### src/rtl/rf_pkg.sv
// Shared definitions for the scoreboarded register file.
//   RF_DATA_W / RF_ADDR_W : default register width and address width
//   RF_NUM_REGS           : default register count (2**RF_ADDR_W)
//   addr_hit()            : address compare that never matches register 0
//                           when that register is hardwired to zero
package rf_pkg;

   localparam int RF_DATA_W   = 32;
   localparam int RF_ADDR_W   = 5;
   localparam int RF_NUM_REGS = 2 ** RF_ADDR_W;

   // True when a equals b and the address is not the hardwired zero register.
   // Callers cast their addresses to 32 bits so any ADDR_W up to 32 fits.
   function automatic logic addr_hit(input logic [31:0] a,
                                     input logic [31:0] b,
                                     input bit          zero_guard);
      return (a == b) && !(zero_guard && (a == 32'd0));
   endfunction

endpackage

### src/rtl/rf_sb_scoreboard.sv
// Pending-producer scoreboard for the register file.
//   clk, rst             : clock, synchronous active-high reset
//   iss, iss_addr        : mark iss_addr pending (new producer issued)
//   write, Rd_addr       : writeback retires the producer of Rd_addr
//   flush                : clear every pending bit
//   Rs_addr / Rt_addr    : lookup addresses for the two read ports
//   Rs_busy / Rt_busy    : lookup result, cleared when writeback forwards
//   pend_cnt             : registered count of pending registers
module rf_sb_scoreboard
   import rf_pkg::*;
#(
   parameter int ADDR_W   = RF_ADDR_W,
   parameter bit ZERO_REG = 1'b1,
   parameter bit BYPASS   = 1'b1
) (
   input  logic              clk,
   input  logic              rst,
   input  logic              iss,
   input  logic [ADDR_W-1:0] iss_addr,
   input  logic              write,
   input  logic [ADDR_W-1:0] Rd_addr,
   input  logic              flush,
   input  logic [ADDR_W-1:0] Rs_addr,
   input  logic [ADDR_W-1:0] Rt_addr,
   output logic              Rs_busy,
   output logic              Rt_busy,
   output logic [ADDR_W:0]   pend_cnt
);

   localparam int NUM_REGS = 2 ** ADDR_W;

   logic [NUM_REGS-1:0] pend;
   logic                set_p, clr_p, inc, dec;
   logic [ADDR_W:0]     cnt_next;

   always_comb begin
      // NOTE: every always_comb output gets a default before any branch so
      // no path leaves it unassigned, which would infer a latch.
      set_p    = iss && !(ZERO_REG && (iss_addr == '0));
      // A write to the address being issued this cycle does not clear it:
      // the new producer outranks the retiring one.
      clr_p    = write && !(ZERO_REG && (Rd_addr == '0))
                 && !(set_p && (iss_addr == Rd_addr));
      // Count only real transitions so the counter tracks popcount(pend).
      inc      = set_p && !pend[iss_addr];
      dec      = clr_p && pend[Rd_addr];
      cnt_next = pend_cnt;
      if (inc) cnt_next = cnt_next + (ADDR_W+1)'(1);
      if (dec) cnt_next = cnt_next - (ADDR_W+1)'(1);
   end

   always_ff @(posedge clk) begin
      // NOTE: sequential state uses non-blocking assignments so every flop
      // samples the pre-edge values regardless of statement order.
      if (rst || flush) begin
         pend     <= '0;
         pend_cnt <= '0;
      end else begin
         if (set_p) pend[iss_addr] <= 1'b1;
         if (clr_p) pend[Rd_addr]  <= 1'b0;
         pend_cnt <= cnt_next;
      end
   end

   // A same-cycle writeback to the looked-up register forwards its data,
   // so the reader no longer has to wait on it.
   assign Rs_busy = pend[Rs_addr]
                    && !(ZERO_REG && (Rs_addr == '0))
                    && !(BYPASS && write && addr_hit(32'(Rd_addr), 32'(Rs_addr), ZERO_REG));
   assign Rt_busy = pend[Rt_addr]
                    && !(ZERO_REG && (Rt_addr == '0))
                    && !(BYPASS && write && addr_hit(32'(Rd_addr), 32'(Rt_addr), ZERO_REG));

endmodule

### src/rtl/rf_sb.sv
// Two-read / one-write register file with hardwired zero register, optional
// write-to-read bypass, synchronous clear and pending-producer scoreboard.
//   clk, rst                  : clock, synchronous active-high reset
//   Rs_addr/Rt_addr           : read addresses; Rs_data/Rt_data combinational
//   Rs_busy/Rt_busy           : register has an outstanding producer
//   write, Rd_addr, Rd_data   : writeback port
//   iss, iss_addr             : mark destination pending at issue
//   flush                     : clear all pending bits
//   pend_cnt                  : number of pending registers
module rf_sb
   import rf_pkg::*;
#(
   parameter int DATA_W   = RF_DATA_W,
   parameter int ADDR_W   = RF_ADDR_W,
   parameter bit ZERO_REG = 1'b1,
   parameter bit BYPASS   = 1'b1
) (
   input  logic              clk,
   input  logic              rst,
   input  logic [ADDR_W-1:0] Rs_addr,
   input  logic [ADDR_W-1:0] Rt_addr,
   output logic [DATA_W-1:0] Rs_data,
   output logic [DATA_W-1:0] Rt_data,
   output logic              Rs_busy,
   output logic              Rt_busy,
   input  logic              write,
   input  logic [ADDR_W-1:0] Rd_addr,
   input  logic [DATA_W-1:0] Rd_data,
   input  logic              iss,
   input  logic [ADDR_W-1:0] iss_addr,
   input  logic              flush,
   output logic [ADDR_W:0]   pend_cnt
);

   localparam int NUM_REGS = 2 ** ADDR_W;

   logic [DATA_W-1:0] regs [NUM_REGS];
   logic              wr_en;

   assign wr_en = write && !(ZERO_REG && (Rd_addr == '0));

   always_ff @(posedge clk) begin
      // NOTE: the array is reset because software relies on every register
      // reading zero after reset; this keeps it in flops rather than RAM.
      if (rst) begin
         for (int i = 0; i < NUM_REGS; i++) regs[i] <= '0;
      end else if (wr_en) begin
         regs[Rd_addr] <= Rd_data;
      end
   end

   // Priority: zero register, then bypass, then stored value.
   always_comb begin
      Rs_data = regs[Rs_addr];
      if (BYPASS && write && addr_hit(32'(Rd_addr), 32'(Rs_addr), ZERO_REG))
         Rs_data = Rd_data;
      if (ZERO_REG && (Rs_addr == '0))
         Rs_data = '0;

      Rt_data = regs[Rt_addr];
      if (BYPASS && write && addr_hit(32'(Rd_addr), 32'(Rt_addr), ZERO_REG))
         Rt_data = Rd_data;
      if (ZERO_REG && (Rt_addr == '0))
         Rt_data = '0;
   end

   rf_sb_scoreboard #(
      .ADDR_W   (ADDR_W),
      .ZERO_REG (ZERO_REG),
      .BYPASS   (BYPASS)
   ) u_scoreboard (
      .clk      (clk),
      .rst      (rst),
      .iss      (iss),
      .iss_addr (iss_addr),
      .write    (write),
      .Rd_addr  (Rd_addr),
      .flush    (flush),
      .Rs_addr  (Rs_addr),
      .Rt_addr  (Rt_addr),
      .Rs_busy  (Rs_busy),
      .Rt_busy  (Rt_busy),
      .pend_cnt (pend_cnt)
   );

endmodule

### config.mk
export PLATFORM = sky130hd
export DESIGN_NAME = rf_sb
export DESIGN_NICKNAME = d
export VERILOG_FILES = /design/src/rtl/rf_pkg.sv /design/src/rtl/rf_sb_scoreboard.sv /design/src/rtl/rf_sb.sv
export SDC_FILE = /design/constraint.sdc
export NUM_CORES = 2
export LEC_CHECK = 0
export CAP_MARGIN = 20
export CORE_MARGIN = 2
export CORE_UTILIZATION = 60
export DETAILED_ROUTE_END_ITERATION = 8
export GPL_TIMING_DRIVEN = 0
export PLACE_DENSITY = 0.84
export SYNTH_ARGS = -nofsm -noshare
export SYNTH_HDL_FRONTEND = slang
export SYNTH_SLANG_ARGS = --single-unit
### constraint.sdc
create_clock -name clk -period 4.8 [get_ports clk]
set_input_delay 0.96 -clock clk [delete_from_list [all_inputs] [get_ports clk]]
set_output_delay 0.96 -clock clk [all_outputs]
set_load 0.05 [all_outputs]
==> metrics.cfg <==
[cts]
numCtsBuffers = 109
htreeDepth = 3
cts_setup_buffers = 0
cts_tree = built
clkTransAtPathRegs_ps = 60
clk_path_buf_depth = 3
clk_latency_ps = 710
cts_sinks = 1062
cts_root_buf = clkbuf_16

[place]
place.gp.congestion = 0.963
dpl-instance-area_sq_um = 61500
post-dp-hpwl_um = 140000
portBuffers = 115
placed_cells = 5089
detailedPlace.worstSlack_ps = -1710

[global_routing]
grt_max_degree = 33
grt_pass1_vias = 40700
grt_pass1_wl_um = 289000
overflow = 0
antenna_found_initial = 15
grt_use_total_pct = 42.7

[floorplan]
core.rowCount = 113
floorplan.die_area_sq_um = 99000
io_pins = 129
core_area_sq_um = 95300
fp.dieH_um = 315
fp.dieW_um = 315
start_util_pct = 60.8

[worst_setup_path]
crit_family = buffers and inverters
max_stage_delay_ps = 630
crit_fanout = 10
crit_slowest_cell = a211oi_4
crit_required_ps = 3840
cp-start-kind = input port
crit_type = in -> out
worst-endpoint-arrival_ps = 3990
crit_top_cell = buf_2
crit_path_cell_trace = buf_2 -> buf_2 -> buf_2 -> nor4_2 -> buf_4 -> clkbuf_2 -> a211oi_4 -> buf_4
critPathBufInv = 6
end_kind = output pin

[finish]
fin_area_sq_um = 65700
area_delta_synth_final_pct = 13.4
postLayoutCoreUtil_pct = 68.9
mostFrequentLayoutCells = edfxtp_1, and2_1, mux4_2, clkbuf_1, clkbuf_16
instances_no_fill = 5321
post_route_cells_drive_above_1_share_pct = 29.1
fin_nets = 4006
layout_commonest_cell = edfxtp_1

[timing]
slew_headroom_pct = 7.16
hold_violations = 0
fin_ws_ps = -149
tightest_slew_ps = 1390
setup-violations-final = 16
clock_skew_ps = 9.62
drv_slew = 0
fmax_mhz = 202
rsz0062_at_grt = false
period_share_pct = 103
min_period_ps = 4950

[route]
wl_met2_um = 92800
dr.pass1.iters = 9
wl_met3_um = 38700
num_vias = 41000
ant_nets = 0
drtIter0Drc = 8737
routed.top_layer = met5
wl_met1_um = 60200
wirelength_um = 211000
wl_per_cell_um = 39.7
remaining_drc_errors = 289
via_per_inst = 7.71

[outcome]
violations = DRC, setup timing
outcome = finished, violations left

[pwr]
power.leakage_nw = 22.5
powerDensity_nw_per_um2 = 357
vdd_drop_max_v = 0.000326

[synthesis]
yosysWarnings = 0
synth_cells = 3636
netlist_area_sq_um = 57900
synth_edf_count = 1024
syn_area_per_cell_sq_um = 15.9
synth_ff_type = edfxtp_1
async_reset_ff_share_pct = 0
ys_seq_area_share_pct = 54.4
synth.distinct_cells = 64
synth_seq_cells = 1062

[run]
maxCapViolations = 0

[hold_path]
min_path_type = reg -> reg

layout make-up:
class | instances | area, sq um
diodes | 20 | 50.0
plain buffers | 401 | 1990
clock buffers | 132 | 2890
clock inverters | 68 | 771
fillers | 5918 | 29600
inverters | 3 | 11.3
multi-input cells | 2201 | 24900
flip-flops and latches | 1062 | 31500
well taps | 1265 | 1580
repair buffers | 169 | 1940
layer usage:
layer / vias to the layer above / global-route usage, %
li1: 14800 / -
met1: 20000 / 48.9
met2: 4766 / 62.5
met3: 1388 / 21.2
met4: 24 / 29.7
met5: - / 3.09
power by group:
part / internal (mW) / leakage [nW] / switching, mW
Clock: 5.04 / 1.77 / 3.85
Sequential: 10.7 / 10.1 / 0.291
Combinational: 1.45 / 10.7 / 2.15
metrics by stage:
step	hold WS, ps	TNS, ps	power [mW]
floorplan	465	0	13.2
global placement	528	-91900	14.3
detailed placement	535	-70410	14.5
CTS	541	0	23.1
global route	583	0	23.7
finish	555	-844	23.4
final timing paths:
| check | cells past startpoint | startpoint | endpoint | slack (ps) |
|---|---|---|---|---|
| worst max register to register | 10 | u_scoreboard.pend[13] | u_scoreboard.pend_cnt[2] | 2270 |
| worst max-delay path | 8 | Rt_addr[1] | Rt_data[13] | -150 |
| worst min-delay path | 1 | u_scoreboard.pend[0] | u_scoreboard.pend[0] | 560 |
| worst min register to register | 1 | u_scoreboard.pend[0] | u_scoreboard.pend[0] | 560 |
state kept, by name, indices dropped and copies added, names as in the netlist:
name,count
regs,1024
u_scoreboard.pend_cnt,6
u_scoreboard.pend,32
Yosys cell counts, types with 21 or more instances:
| master | n | area (sq um) |
|---|---|---|
| dfxtp_1 | 38 | 761 |
| or2_2 | 38 | 238 |
| edfxtp_1 | 1024 | 30700 |
| and2_1 | 994 | 6220 |
| buf_4 | 21 | 158 |
| buf_2 | 69 | 345 |
| a21oi_1 | 33 | 165 |
| mux2i_1 | 89 | 891 |
| a211oi_1 | 102 | 766 |
| clkbuf_1 | 278 | 1040 |
| mux4_2 | 658 | 14800 |
| nor2_1 | 107 | 402 |
worst reg2reg max path: cells and delay by family (launching register included):
family	cells	cell delay, ps
simple gates	5	640
flops	1	360
xor+xnor	1	370
fa+ha+maj	1	200
buf+inv	1	170
mux	2	710
cell families after synthesis:
| logic type | count (synthesis) | synth area share [%] |
|---|---|---|
| and+or+nand+nor | 1225 | 12.8 |
| DFF | 1062 | 54.4 |
| buffers and inverters | 404 | 2.97 |
| xor gates and xnor gates | 20 | 0.341 |
| other | 1 | 0.00648 |
| AOI/OAI and AO/OA | 164 | 2.04 |
| muxes | 758 | 27.4 |
| adders and majority gates | 2 | 0.0432 |
what timing repair did:
item / 4_1_cts / 5_1_grt
resized for setup: 304 / 123
setup endpoints to repair: 66 / 52
pin swaps: 0 / 3
hold buffers: 0 / 0
Note: power is estimated with default switching activity, not from simulation.
